<file path="config.mk">
export PLATFORM = sky130hd
export DESIGN_NAME = uart_rx_fifo_flat
export DESIGN_NICKNAME = d
export VERILOG_FILES = /design/src/rtl/uart_rx_fifo_if.sv /design/src/rtl/uart_rx_fifo.sv /design/src/flat_wrapper.sv
export SDC_FILE = /design/constraint.sdc
export NUM_CORES = 1
export LEC_CHECK = 0
export ABC_AREA = 1
export CAP_MARGIN = 10
export CORE_AREA = 4 4 106 108
export CTS_CLUSTER_DIAMETER = 120
export DETAILED_ROUTE_END_ITERATION = 12
export DIE_AREA = 0 0 110 112
export PLACE_DENSITY = 0.82
export SETUP_SLACK_MARGIN = 0.2
export SYNTH_ARGS = -nofsm -noshare
export SYNTH_HDL_FRONTEND = slang
export SYNTH_SLANG_ARGS = --single-unit
</file>
<file path="constraint.sdc">
create_clock -name clk -period 2.35 [get_ports clk]
set_input_delay 0.47 -clock clk [delete_from_list [all_inputs] [get_ports clk]]
set_output_delay 0.47 -clock clk [all_outputs]
set_load 0.1 [all_outputs]
</file>
<file path="src/rtl/uart_rx_fifo_if.sv">
`default_nettype none
// ============================================================================
//  Module      : uart_rx_fifo_if
//  Description : Receiver-side and consumer-side signal bundle for the
//                uart_rx_fifo byte buffer. The slave modport is the buffer
//                itself; the master modport is the surrounding logic.
//                o_drop_cnt exists only when UART_RX_FIFO_DROPCNT_EN is
//                defined.
//  Revision    : 1.0 - initial release
// ============================================================================
interface uart_rx_fifo_if #(
    parameter int DEPTH = 16
);
    logic [7:0]               i_data;
    logic                     i_rcv;
    logic [7:0]               o_data;
    logic                     o_valid;
    logic                     i_ready;
    logic [$clog2(DEPTH):0]   o_level;
    logic                     o_afull;
    logic                     o_overrun;
    logic                     i_clr_overrun;
`ifdef UART_RX_FIFO_DROPCNT_EN
    logic [7:0]               o_drop_cnt;
`endif

    modport master (
        output i_data,
        output i_rcv,
        output i_ready,
        output i_clr_overrun,
        input  o_data,
        input  o_valid,
        input  o_level,
        input  o_afull,
`ifdef UART_RX_FIFO_DROPCNT_EN
        input  o_drop_cnt,
`endif
        input  o_overrun
    );

    modport slave (
        input  i_data,
        input  i_rcv,
        input  i_ready,
        input  i_clr_overrun,
        output o_data,
        output o_valid,
        output o_level,
        output o_afull,
`ifdef UART_RX_FIFO_DROPCNT_EN
        output o_drop_cnt,
`endif
        output o_overrun
    );
endinterface
`default_nettype wire

</file>
<file path="src/rtl/uart_rx_fifo.sv">
`default_nettype none
// ============================================================================
//  Module      : uart_rx_fifo
//  Description : Circular byte buffer behind the UART receiver. Captures each
//                one-cycle receive strobe, presents bytes in order on a
//                valid/ready handshake, and raises a sticky overrun flag when
//                a byte arrives with no free slot.
//                Optional feature macro: UART_RX_FIFO_DROPCNT_EN adds an
//                8-bit saturating drop counter on o_drop_cnt.
//  Revision    : 1.0 - initial release
// ============================================================================
module uart_rx_fifo #(
    parameter int DEPTH = 16,
    parameter int AFULL = 12
) (
    input  logic              clk,
    input  logic              rstn,
    uart_rx_fifo_if.slave     bus
);
    localparam int                 c_PTR_W = $clog2(DEPTH);
    localparam logic [c_PTR_W:0]   c_DEPTH = (c_PTR_W + 1)'(DEPTH);
    localparam logic [c_PTR_W:0]   c_AFULL = (c_PTR_W + 1)'(AFULL);

    logic [7:0]          r_mem [DEPTH];
    logic [c_PTR_W-1:0]  r_wptr;
    logic [c_PTR_W-1:0]  r_rptr;
    logic [c_PTR_W:0]    r_level;
    logic                r_overrun;

    logic                w_valid;
    logic                w_full;
    logic                w_pop;
    logic                w_push;
    logic                w_drop;

    // A full buffer still accepts a byte when the head leaves in the same cycle
    assign w_valid = (r_level != '0);
    assign w_full  = (r_level == c_DEPTH);
    assign w_pop   = w_valid & bus.i_ready;
    assign w_push  = bus.i_rcv & (~w_full | w_pop);
    assign w_drop  = bus.i_rcv & w_full & ~w_pop;

    // Byte storage; contents survive reset, only the pointers are cleared
    always_ff @(posedge clk) begin
        if (w_push) begin
            r_mem[r_wptr] <= bus.i_data;
        end
    end

    // Pointers wrap naturally because DEPTH is a power of two
    always_ff @(posedge clk) begin
        if (!rstn) begin
            r_wptr <= '0;
            r_rptr <= '0;
        end else begin
            if (w_push) begin
                r_wptr <= r_wptr + 1'b1;
            end
            if (w_pop) begin
                r_rptr <= r_rptr + 1'b1;
            end
        end
    end

    // Occupancy tracks push/pop; simultaneous push and pop leaves it unchanged
    always_ff @(posedge clk) begin
        if (!rstn) begin
            r_level <= '0;
        end else begin
            case ({w_push, w_pop})
                2'b10:   r_level <= r_level + 1'b1;
                2'b01:   r_level <= r_level - 1'b1;
                default: r_level <= r_level;
            endcase
        end
    end

    // Sticky overrun: a drop in the same cycle as a clear keeps the flag set
    always_ff @(posedge clk) begin
        if (!rstn) begin
            r_overrun <= 1'b0;
        end else if (w_drop) begin
            r_overrun <= 1'b1;
        end else if (bus.i_clr_overrun) begin
            r_overrun <= 1'b0;
        end
    end

`ifdef UART_RX_FIFO_DROPCNT_EN
    logic [7:0] r_drop_cnt;

    // Saturating drop count; a coincident clear restarts counting at this drop
    always_ff @(posedge clk) begin
        if (!rstn) begin
            r_drop_cnt <= 8'h00;
        end else if (w_drop) begin
            if (bus.i_clr_overrun) begin
                r_drop_cnt <= 8'h01;
            end else if (r_drop_cnt != 8'hFF) begin
                r_drop_cnt <= r_drop_cnt + 8'h01;
            end
        end else if (bus.i_clr_overrun) begin
            r_drop_cnt <= 8'h00;
        end
    end

    assign bus.o_drop_cnt = r_drop_cnt;
`endif

    // Head byte is read straight from storage and forced to zero when empty
    assign bus.o_data    = w_valid ? r_mem[r_rptr] : 8'h00;
    assign bus.o_valid   = w_valid;
    assign bus.o_level   = r_level;
    assign bus.o_afull   = (r_level >= c_AFULL);
    assign bus.o_overrun = r_overrun;

endmodule
`default_nettype wire

</file>
<file path="src/flat_wrapper.sv">
// flat-port wrapper written by rule: the top's interface ports become plain ports
module uart_rx_fifo_flat 
#(
    parameter int DEPTH = 16,
    parameter int AFULL = 12
)
  (clk, rstn, bus_i_data, bus_i_rcv, bus_i_ready, bus_i_clr_overrun, bus_o_data, bus_o_valid, bus_o_level, bus_o_afull, bus_o_overrun);
  uart_rx_fifo_if #(.DEPTH(DEPTH)) bus_i ();
  input  logic clk;
  input  logic rstn;
  input wire logic [$bits(bus_i.i_data)-1:0] bus_i_data;
  input wire logic [$bits(bus_i.i_rcv)-1:0] bus_i_rcv;
  input wire logic [$bits(bus_i.i_ready)-1:0] bus_i_ready;
  input wire logic [$bits(bus_i.i_clr_overrun)-1:0] bus_i_clr_overrun;
  output wire logic [$bits(bus_i.o_data)-1:0] bus_o_data;
  output wire logic [$bits(bus_i.o_valid)-1:0] bus_o_valid;
  output wire logic [$bits(bus_i.o_level)-1:0] bus_o_level;
  output wire logic [$bits(bus_i.o_afull)-1:0] bus_o_afull;
  output wire logic [$bits(bus_i.o_overrun)-1:0] bus_o_overrun;
  assign bus_i.i_data = bus_i_data;
  assign bus_i.i_rcv = bus_i_rcv;
  assign bus_i.i_ready = bus_i_ready;
  assign bus_i.i_clr_overrun = bus_i_clr_overrun;
  assign bus_o_data = bus_i.o_data;
  assign bus_o_valid = bus_i.o_valid;
  assign bus_o_level = bus_i.o_level;
  assign bus_o_afull = bus_i.o_afull;
  assign bus_o_overrun = bus_i.o_overrun;
  uart_rx_fifo #(.DEPTH(DEPTH), .AFULL(AFULL)) u_core (.clk(clk), .rstn(rstn), .bus(bus_i));
endmodule
</file>
==> Word level (Yosys, flattened, before mapping) <==
Memory sizes are Yosys's and may differ from the RTL's. A register that Yosys moved wholly into a read port is not among the register bits.
Index checks and enable logic that the tools add are counted.
{ "word_totals": {"output_inout_bits": 16, "reg_bits": 14, "input_bits": 13, "elab_cells": 31, "mem_bits_rw": 128, "n_memories": 1} }
{ "memory_table": {"columns": ["memory", "words", "word_bits", "read_ports", "rd_ports_with_merged_regs", "write_ports", "line", "source"], "rows": [
  ["u_core.r_mem", 16, 8, 1, 1, 1, "uart_rx_fifo.sv:24", "logic [7:0] r_mem [DEPTH];"]
]} }
{ "op_classes": {"reduce_logical": 3, "muxes": 8, "order_cmp": 1, "eq_ne": 3, "n_addsub": 4, "n_bitwise": 7} }
{ "op_table": {"columns": ["op", "count"], "rows": [
  ["$pmux W5 S2", 1],
  ["$add A4 B1 Y4 const B", 2],
  ["$mux W4", 2],
  ["$mux W8", 1],
  ["$add A5 B1 Y5 const B", 1],
  ["$eq A5 B5 Y1 const B", 1],
  ["$ge A5 B4 Y1 const B", 1],
  ["$reduce_bool A5 Y1", 1],
  ["$sub A5 B1 Y5 const B", 1],
  ["$and A1 B1 Y1", 4],
  ["$mux W1", 4],
  ["$reduce_bool A2 Y1", 2],
  ["$eq A2 B1 Y1 const B", 1],
  ["$eq A2 B2 Y1 const B", 1],
  ["$not A1 Y1", 2],
  ["$or A1 B1 Y1", 1]
]} }

==> Logic depth before layout (Yosys ltp) <==
{ "logic_depth": {"word_depth": 6, "ltp_mapped": 13, "mapped_depth_nobuf": 13} }

==> Worst setup path after synthesis <==
Ideal clock, no wire load.
{ "synth_timing": {"path_type": "reg-to-output", "start": "register u_core.r_level[4] (netlist: u_core.bus.o_level[4])", "end": "output port bus_o_data[0]", "arrival_ns": 3.348, "required_ns": 1.880, "setup_slack_ns": -1.468, "path_stages_with_launch": 5, "path_buffers": 0, "cell_sequence": "dfxtp_1 > inv_1 > nand3_4 > inv_1 > a21oi_1"} }
{ "synth_between": {"elab_chain_cells": 2} }
{ "synth_lines": {"columns": ["element", "line", "source"], "rows": [
  ["start: declaration", "uart_rx_fifo.sv:27", "logic [c_PTR_W:0] r_level;"],
  ["start signal: assignment", "uart_rx_fifo.sv:71", "2'b10: r_level <= r_level + 1'b1;"],
  ["start signal: assignment", "uart_rx_fifo.sv:72", "2'b01: r_level <= r_level - 1'b1;"],
  ["start signal: assignment", "uart_rx_fifo.sv:73", "default: r_level <= r_level;"],
  ["$reduce_bool A5 Y1", "uart_rx_fifo.sv:37", "assign w_valid = (r_level != '0);"],
  ["net bus_o_valid", "flat_wrapper.sv:16", "output wire logic [$bits(bus_i.o_valid)-1:0] bus_o_valid;"],
  ["$mux W8", "uart_rx_fifo.sv:111", "assign bus.o_data = w_valid ? r_mem[r_rptr] : 8'h00;"],
  ["end: declaration", "flat_wrapper.sv:15", "output wire logic [$bits(bus_i.o_data)-1:0] bus_o_data;"]
]} }
The timed path passes the listed nets, and every way through them passes these cells.

==> results.cfg <==
[clock_tree]
cts_sinks = 146
hold_buffers = 0
htreeDepth = 4
cts_tree = done
cts-root-buf = clkbuf_8
clk_latency_ns = 0.54
path_clk_slew_ns = 0.06
numCtsBuffers = 17
clockBufferDepth = 2

[timing]
fin_crit_ns = 2.728
hold_violations = 0
rsz0062_at_grt = true
finalCritPeriodShare_pct = 116.1
finalSetupViolations = 8
max_freq_mhz = 366.6
slew_violations = 0
max_slew_margin_pct = 46.27
worstMarginPinSlew_ns = 0.8035
final.setup.tns_ns = -2.621
finalWorstSetupSlack_ns = -0.3777
finClkSkew_ns = 0.007035

[critical_path]
required_ns = 1.88
r2r_start = u_core.bus.o_level[4]
r2r-end = u_core.bus.o_level[4]
critical-path-slowest-cell = dfxtp_4
startpoint_type = register
critical_path_class = register to primary output
cp_top_family = buffers and inverters
critPathArrivalTime_ns = 2.26
critPathBufInv = 3
cp-end-kind = primary output
max_stage_delay_ns = 0.46
cp_cell_sequence = buf_8 > clkbuf_16 > o21ai_1 > o221ai_1 > nand3_1 > a21oi_4 > buf_12
regToRegSetupSlack_ns = 0.53
path_max_fanout = 6
cp_num_cells = 7
rr_worst_depth = 13

[floorplanning]
coreArea_um2 = 10230
row_count = 37
dieArea_um2 = 12320
fp.dieH_um = 112
io_pins = 29
dieWidth_um = 110
start_util_pct = 58.40

[power_and_ir_drop]
powerDensity_nw_per_um2 = 1186
p_sw_share_pct = 36.68
power.leakage_uw = 0.002740
seqPwrFrac_pct = 32.8
p_switching_uw = 3389
power.share.clock_pct = 30.6
peakVddDrop_v = 0.001073
combPwrFrac_pct = 36.6
p_int_uw = 5851

[logic_synthesis]
syn_avg_cell_area_um2 = 12.12
syn_area_um2 = 5974
yosys_warnings = 0
ys_ff_latch = 146
ys_seq_area_share_pct = 70.37
yosysUniqueCellTypes = 28
synth_nets = 512
synth_cells = 493

[placement]
dp.final_hpwl_um = 8960
portBuffers = 28
place_congestion = 0.8792

[status]
status = complete, but fails checks
failed_checks = negative setup slack

[cells_and_area]
antenna_cells = 0
drive_gt1_share_pct = 27.02
mostFrequentLayoutCell = edfxtp_1
fillers = 531
final_net_count = 577
layout_common_cells = 128 x edfxtp_1, 94 x nor2_1, 56 x o21ai_0
fin_util_pct = 76.14
area_growth_pct = 30.39

[min_path]
min_path_type = register to register
min_from = u_core.r_rptr[3]
hold-path-cell-count = 2

[global_routing]
grt_first_pass_wirelength_um = 23670
grt_start_max_net_pins = 25
first_global_vias = 4335
antenna_found_initial = 0
grt.overflow.total = 0
grt_usage_pct = 26.53

[drt]
drcViolationCount = 0
dr.first_iter.drc_count = 718
dr.pass1.iters = 6
viasPerCell = 6.567
num_vias = 4636
final_antenna_net_count = 0
finalWirelength_um = 17550
wl_per_cell_um = 24.86

[run]
cap_violations = 0
==> flip-flops by register name, indices dropped and copies added (netlist names), named ones only <==
register and count:
u_core.r_mem 128, u_core.bus.o_level 5, u_core.r_rptr 4, u_core.r_wptr 4, u_core.bus.o_overrun 1
==> stage by stage <==
step | power [uW] | hold slack (ns) | cells | setup slack [ns] | cell area [um^2]
after floorplan | 5004 | 0.4363 | 493 | -0.2258 | 6087
after global placement | 5851 | 0.4580 | 663 | 0.08616 | 6740
after detailed placement | 5929 | 0.4600 | 663 | 0.05056 | 6740
after CTS | 8834 | 0.4699 | 697 | -0.2788 | 7500
after global routing | 9501 | 0.4949 | 706 | -0.4484 | 7790
final | 9240 | 0.4699 | 706 | -0.3777 | 7790
==> worst min-delay path: stages (launching register included) <==
cell,delay [ns]
dfxtp_1,0.29
inv_1,0.06
a21oi_1,0.07
==> synthesized netlist by cell type (all sizes together) <==
master	n	share of area, %
nand3	17	1.8
dfxtp	18	6.0
clkbuf	12	0.77
o21ai	80	6.7
o21bai	1	0.19
nand2	32	2.3
buf	12	1.0
ha	6	1.3
nor3	2	0.36
a211oi	1	0.21
o22ai	12	1.3
nor2	101	6.7
xor2	2	0.29
edfxtp	128	64
o221ai	20	2.9
inv	26	1.6
a21oi	20	1.7
nand4	3	0.42
==> cells by family after synthesis <==
| logic type | Yosys count | share of synthesized area (%) |
|---|---|---|
| xor+xnor | 2 | 0.2932 |
| flops | 146 | 70.37 |
| compound gates | 134 | 13.03 |
| fa+ha+maj | 6 | 1.257 |
| buf+inv | 50 | 3.455 |
| simple gates | 155 | 11.60 |
==> repair_timing <==
| item | 4_1_cts | 5_1_grt |
|---|---|---|
| hold endpoints to repair | 0 | 0 |
| buffers inserted | 3 | 4 |
| pin swaps | 5 | 27 |
| endpoints found under the setup margin | 8 | 8 |
| gates cloned | 0 | 5 |
| resized for setup | 32 | 46 |
==> routing by layer <==
| layer | track usage [%] | vias up | part of all wire [%] |
|---|---|---|---|
| met5 | 0 | - | 0 |
| met2 | 40.78 | 446 | 49 |
| met4 | 13.72 | 0 | 4.9 |
| li1 | - | 1929 | - |
| met1 | 34.04 | 2180 | 34 |
| met3 | 7.652 | 81 | 12 |
==> power groups by stage <==
stage / logic [uW] / clock network [uW] / registers (uW)
floorplan: 1810 / 0 / 3200
global placement: 2800 / 0 / 3050
detailed placement: 2870 / 0 / 3060
CTS: 3010 / 2810 / 3010
global route: 3510 / 2950 / 3040
finish: 3380 / 2830 / 3030
==> layout make-up <==
cell class	instances	area [um^2]	share of cell area (%)
clock inverters	14	193.9	2.490
multi-input cells	297	1815	23.31
inverters	26	110.1	1.413
clock buffers	17	414.1	5.316
repair buffers	70	858.3	11.02
well taps	136	170.2	2.184
flip-flops and latches	146	4228	54.27
==> worst max path at each step <==
stage / start / slack [ns] / end
6_report: register / -0.38 / bus_o_data[4]
5_1_grt: register / -0.45 / bus_o_data[3]
3_3_place_gp: register / 0.09 / bus_o_data[4]
4_1_cts: register / -0.28 / bus_o_data[3]
2_1_floorplan: u_core.bus.o_level[4] / -0.23 / bus_o_data[0]
3_5_place_dp: register / 0.05 / bus_o_data[2]
Note: power is estimated with default switching activity, not from simulation.
==> variant, RTL diff (same flow settings) <==
`DEPTH` is set to 16 in 3 places; all go to 8.
--- a/src/rtl/uart_rx_fifo_if.sv
+++ b/src/rtl/uart_rx_fifo_if.sv
@@ -11,3 +11,3 @@
 interface uart_rx_fifo_if #(
-    parameter int DEPTH = 16
+    parameter int DEPTH = 8
 );
--- a/src/rtl/uart_rx_fifo.sv
+++ b/src/rtl/uart_rx_fifo.sv
@@ -12,3 +12,3 @@
 module uart_rx_fifo #(
-    parameter int DEPTH = 16,
+    parameter int DEPTH = 8,
     parameter int AFULL = 12
--- a/src/flat_wrapper.sv
+++ b/src/flat_wrapper.sv
@@ -3,3 +3,3 @@
 #(
-    parameter int DEPTH = 16,
+    parameter int DEPTH = 8,
     parameter int AFULL = 12
Interface: changed (resized bus_o_level); port bits go from 29 to 28. The function was not compared with the original's and may differ.
==> variant against the unedited design <==
  * Synthesized area decreased by 45%
  * Sequential cell count decreased by 68
  * Worst setup slack improved by 0.55 ns
  * Synthesized cell count decreased by 41%
  * Routed wire length decreased by 59%
  * Via count decreased by 50%
  * Final area decreased by 46%
  * Total power decreased by 37%
  * Critical path type unchanged
  * Critical endpoint is now bus_o_data[2]
  * Largest power group unchanged
==> variant: results (changes against the unedited design) <==
Global route
  – Vias in the first global route: 2254 (-48%)
  – First-pass GRT wire length: 10900 um (-54%)
  – Global Route Usage Sum: 0.117 (-0.148)
  – Largest net degree at the start of global routing: 33 (+32%)

Critical path
  – Worst Path Max Fanout: 8 (+2)
  – WP data arrival: 1.70 ns (-0.56 ns)
  – Worst R2R Start: u_core.bus.o_level[1]$_SDFFE_PN0P_
  – Critical Path End: bus_o_data[2]
  – FF-to-FF End: u_core.bus.o_level[2]$_SDFFE_PN0P_
  – Reg2reg setup slack: 0.43 ns (-0.10 ns)

Place
  – Placed inst area: 3890 sq um (-42%)
  – Post-detail-place hpwl: 4360 um (-51%)
  – Buffers on Ports: 27 (-3.6%)
  – Final Wtd Congestion: 0.769 (-12%)

Drt
  – Metal2 WL: 3630 um (-57%)
  – Metal1 wirelength: 2930 um (-51%)
  – Routed wire length: 7170 um (-59%)
  – DR WL met3: 493 um (-77%)
  – Post-DR vias/cell: 4.82 (-27%)
  – First-pass DRT Iterations: 4 (-2)

Clocking
  – CTS H-Tree Depth: 3 (-1)
  – Reg clk slew, reported paths: 0.08 ns (+0.02 ns)
  – Worst-Skew Late Latency: 0.36 ns (-0.18 ns)
  – CTS buffer count: 9 (-8)

STA
  – Worst slew pin tran: 0.380 ns (-0.423 ns)
  – Setup TNS: 0 ns (+2.62 ns)
  – Setup Skew: 0.0138 ns (+0.00675 ns)

Synthesis
  – Post-synthesis compound-gate area fraction: 0.111 (-0.0194)
  – Post-Synth XOR/XNOR Area: 0.00806 (+0.00513)
  – Synth Area in Adders: 0.0192 (+0.00662)
  – Post-synthesis sequential area ratio: 0.675 (-0.0283)
  – Synth top area cells: edfxtp_1, dfxtp_1, nor2_1

Power and ir drop
  – P_leak: 1.53 nW (-44%)
  – VDD IR max: 1.14 mV (+6.4%)

Finish
  – Layout cells sized above 1: 0.269 (-0.00117)
  – Largest register FFs: 64 (-50%)
  – Fillers: 910 (+71%)

Outcome
  – Outcome: completed

Job
  – Max Cap Viol: 0 (unchanged)
[variant: cell count changes after synthesis, moves of 11 or more]
cell / delta
o221ai_1: -20
o21ai_1: +11
a21oi_1: -12
edfxtp_1: -64
nor2_1: -28
o21ai_0: -53
[variant: where the power goes]
group          leakage, nW  internal [mW]  switching, mW
logic                0.740           1.04           2.17
registers            0.700           1.63          0.120
clock network       0.0866          0.394          0.511
[variant: how the worst min path moves through the flow]
stage	endpoint	slack [ns]	cells after the start
after floorplan	flip-flop	0.44	2
after global placement	u_core.r_rptr[2]$_SDFFE_PN0P_	0.45	2
after detailed placement	flip-flop	0.45	2
after CTS	flip-flop	0.46	2
after global routing	u_core.bus.o_overrun$_SDFFE_PN0P_	0.49	2
final	flip-flop	0.46	2
[variant: worst max-delay path, cell delays in order (launching register included)]
cell and delay [ns]:
dfxtp_2 0.35, buf_4 0.16, clkinvlp_4 0.19, o21ai_1 0.13
o22ai_1 0.08, nor2_1 0.20, nor2_4 0.07, buf_12 0.17
[variant: cell families after synthesis]
kind of cell             after synthesis
XOR/XNOR                               3
flip-flops                            78
buffers and inverters                 28
AO/OA/AOI/OAI                         64
adder cells (fa/ha/maj)                5
AND/OR/NAND/NOR                      111
[variant: routing by layer]
layer  vias up  GRT usage
li1       1108          -
met1      1106      0.144
met2        80      0.191
met3        11     0.0319
met4         0     0.0499
met5         -          0
[variant: final cells by class]
class,instances,area [sq um],area share
clock buffer,9,124,0.0293
clock inverter,7,55.1,0.0130
inverter,18,86.3,0.0204
multi-input combinational,183,1020,0.242
sequential,78,2220,0.526
tap,136,170,0.0403
timing repair buffer,45,517,0.122
timing repair inverter,2,25.0,0.00592
[variant: metrics by stage]
stage	power (mW)	util	worst slack (ns)	hold slack, ns	instances
CTS	5.80	0.405	0.156	0.462	472
global placement	4.73	0.380	0.168	0.453	454
global route	6.14	0.413	0.0729	0.494	478
floorplan	3.93	-	0.154	0.436	289
finish	5.86	0.413	0.177	0.463	478
detailed placement	4.80	0.380	0.0959	0.455	454
[variant: repair_timing]
action,4_1_cts,5_1_grt
hold buffers,0,0
setup buffers,1,4
resized for setup,14,8
gates cloned,1,2
setup endpoints to repair,8,8
pin swaps,3,6
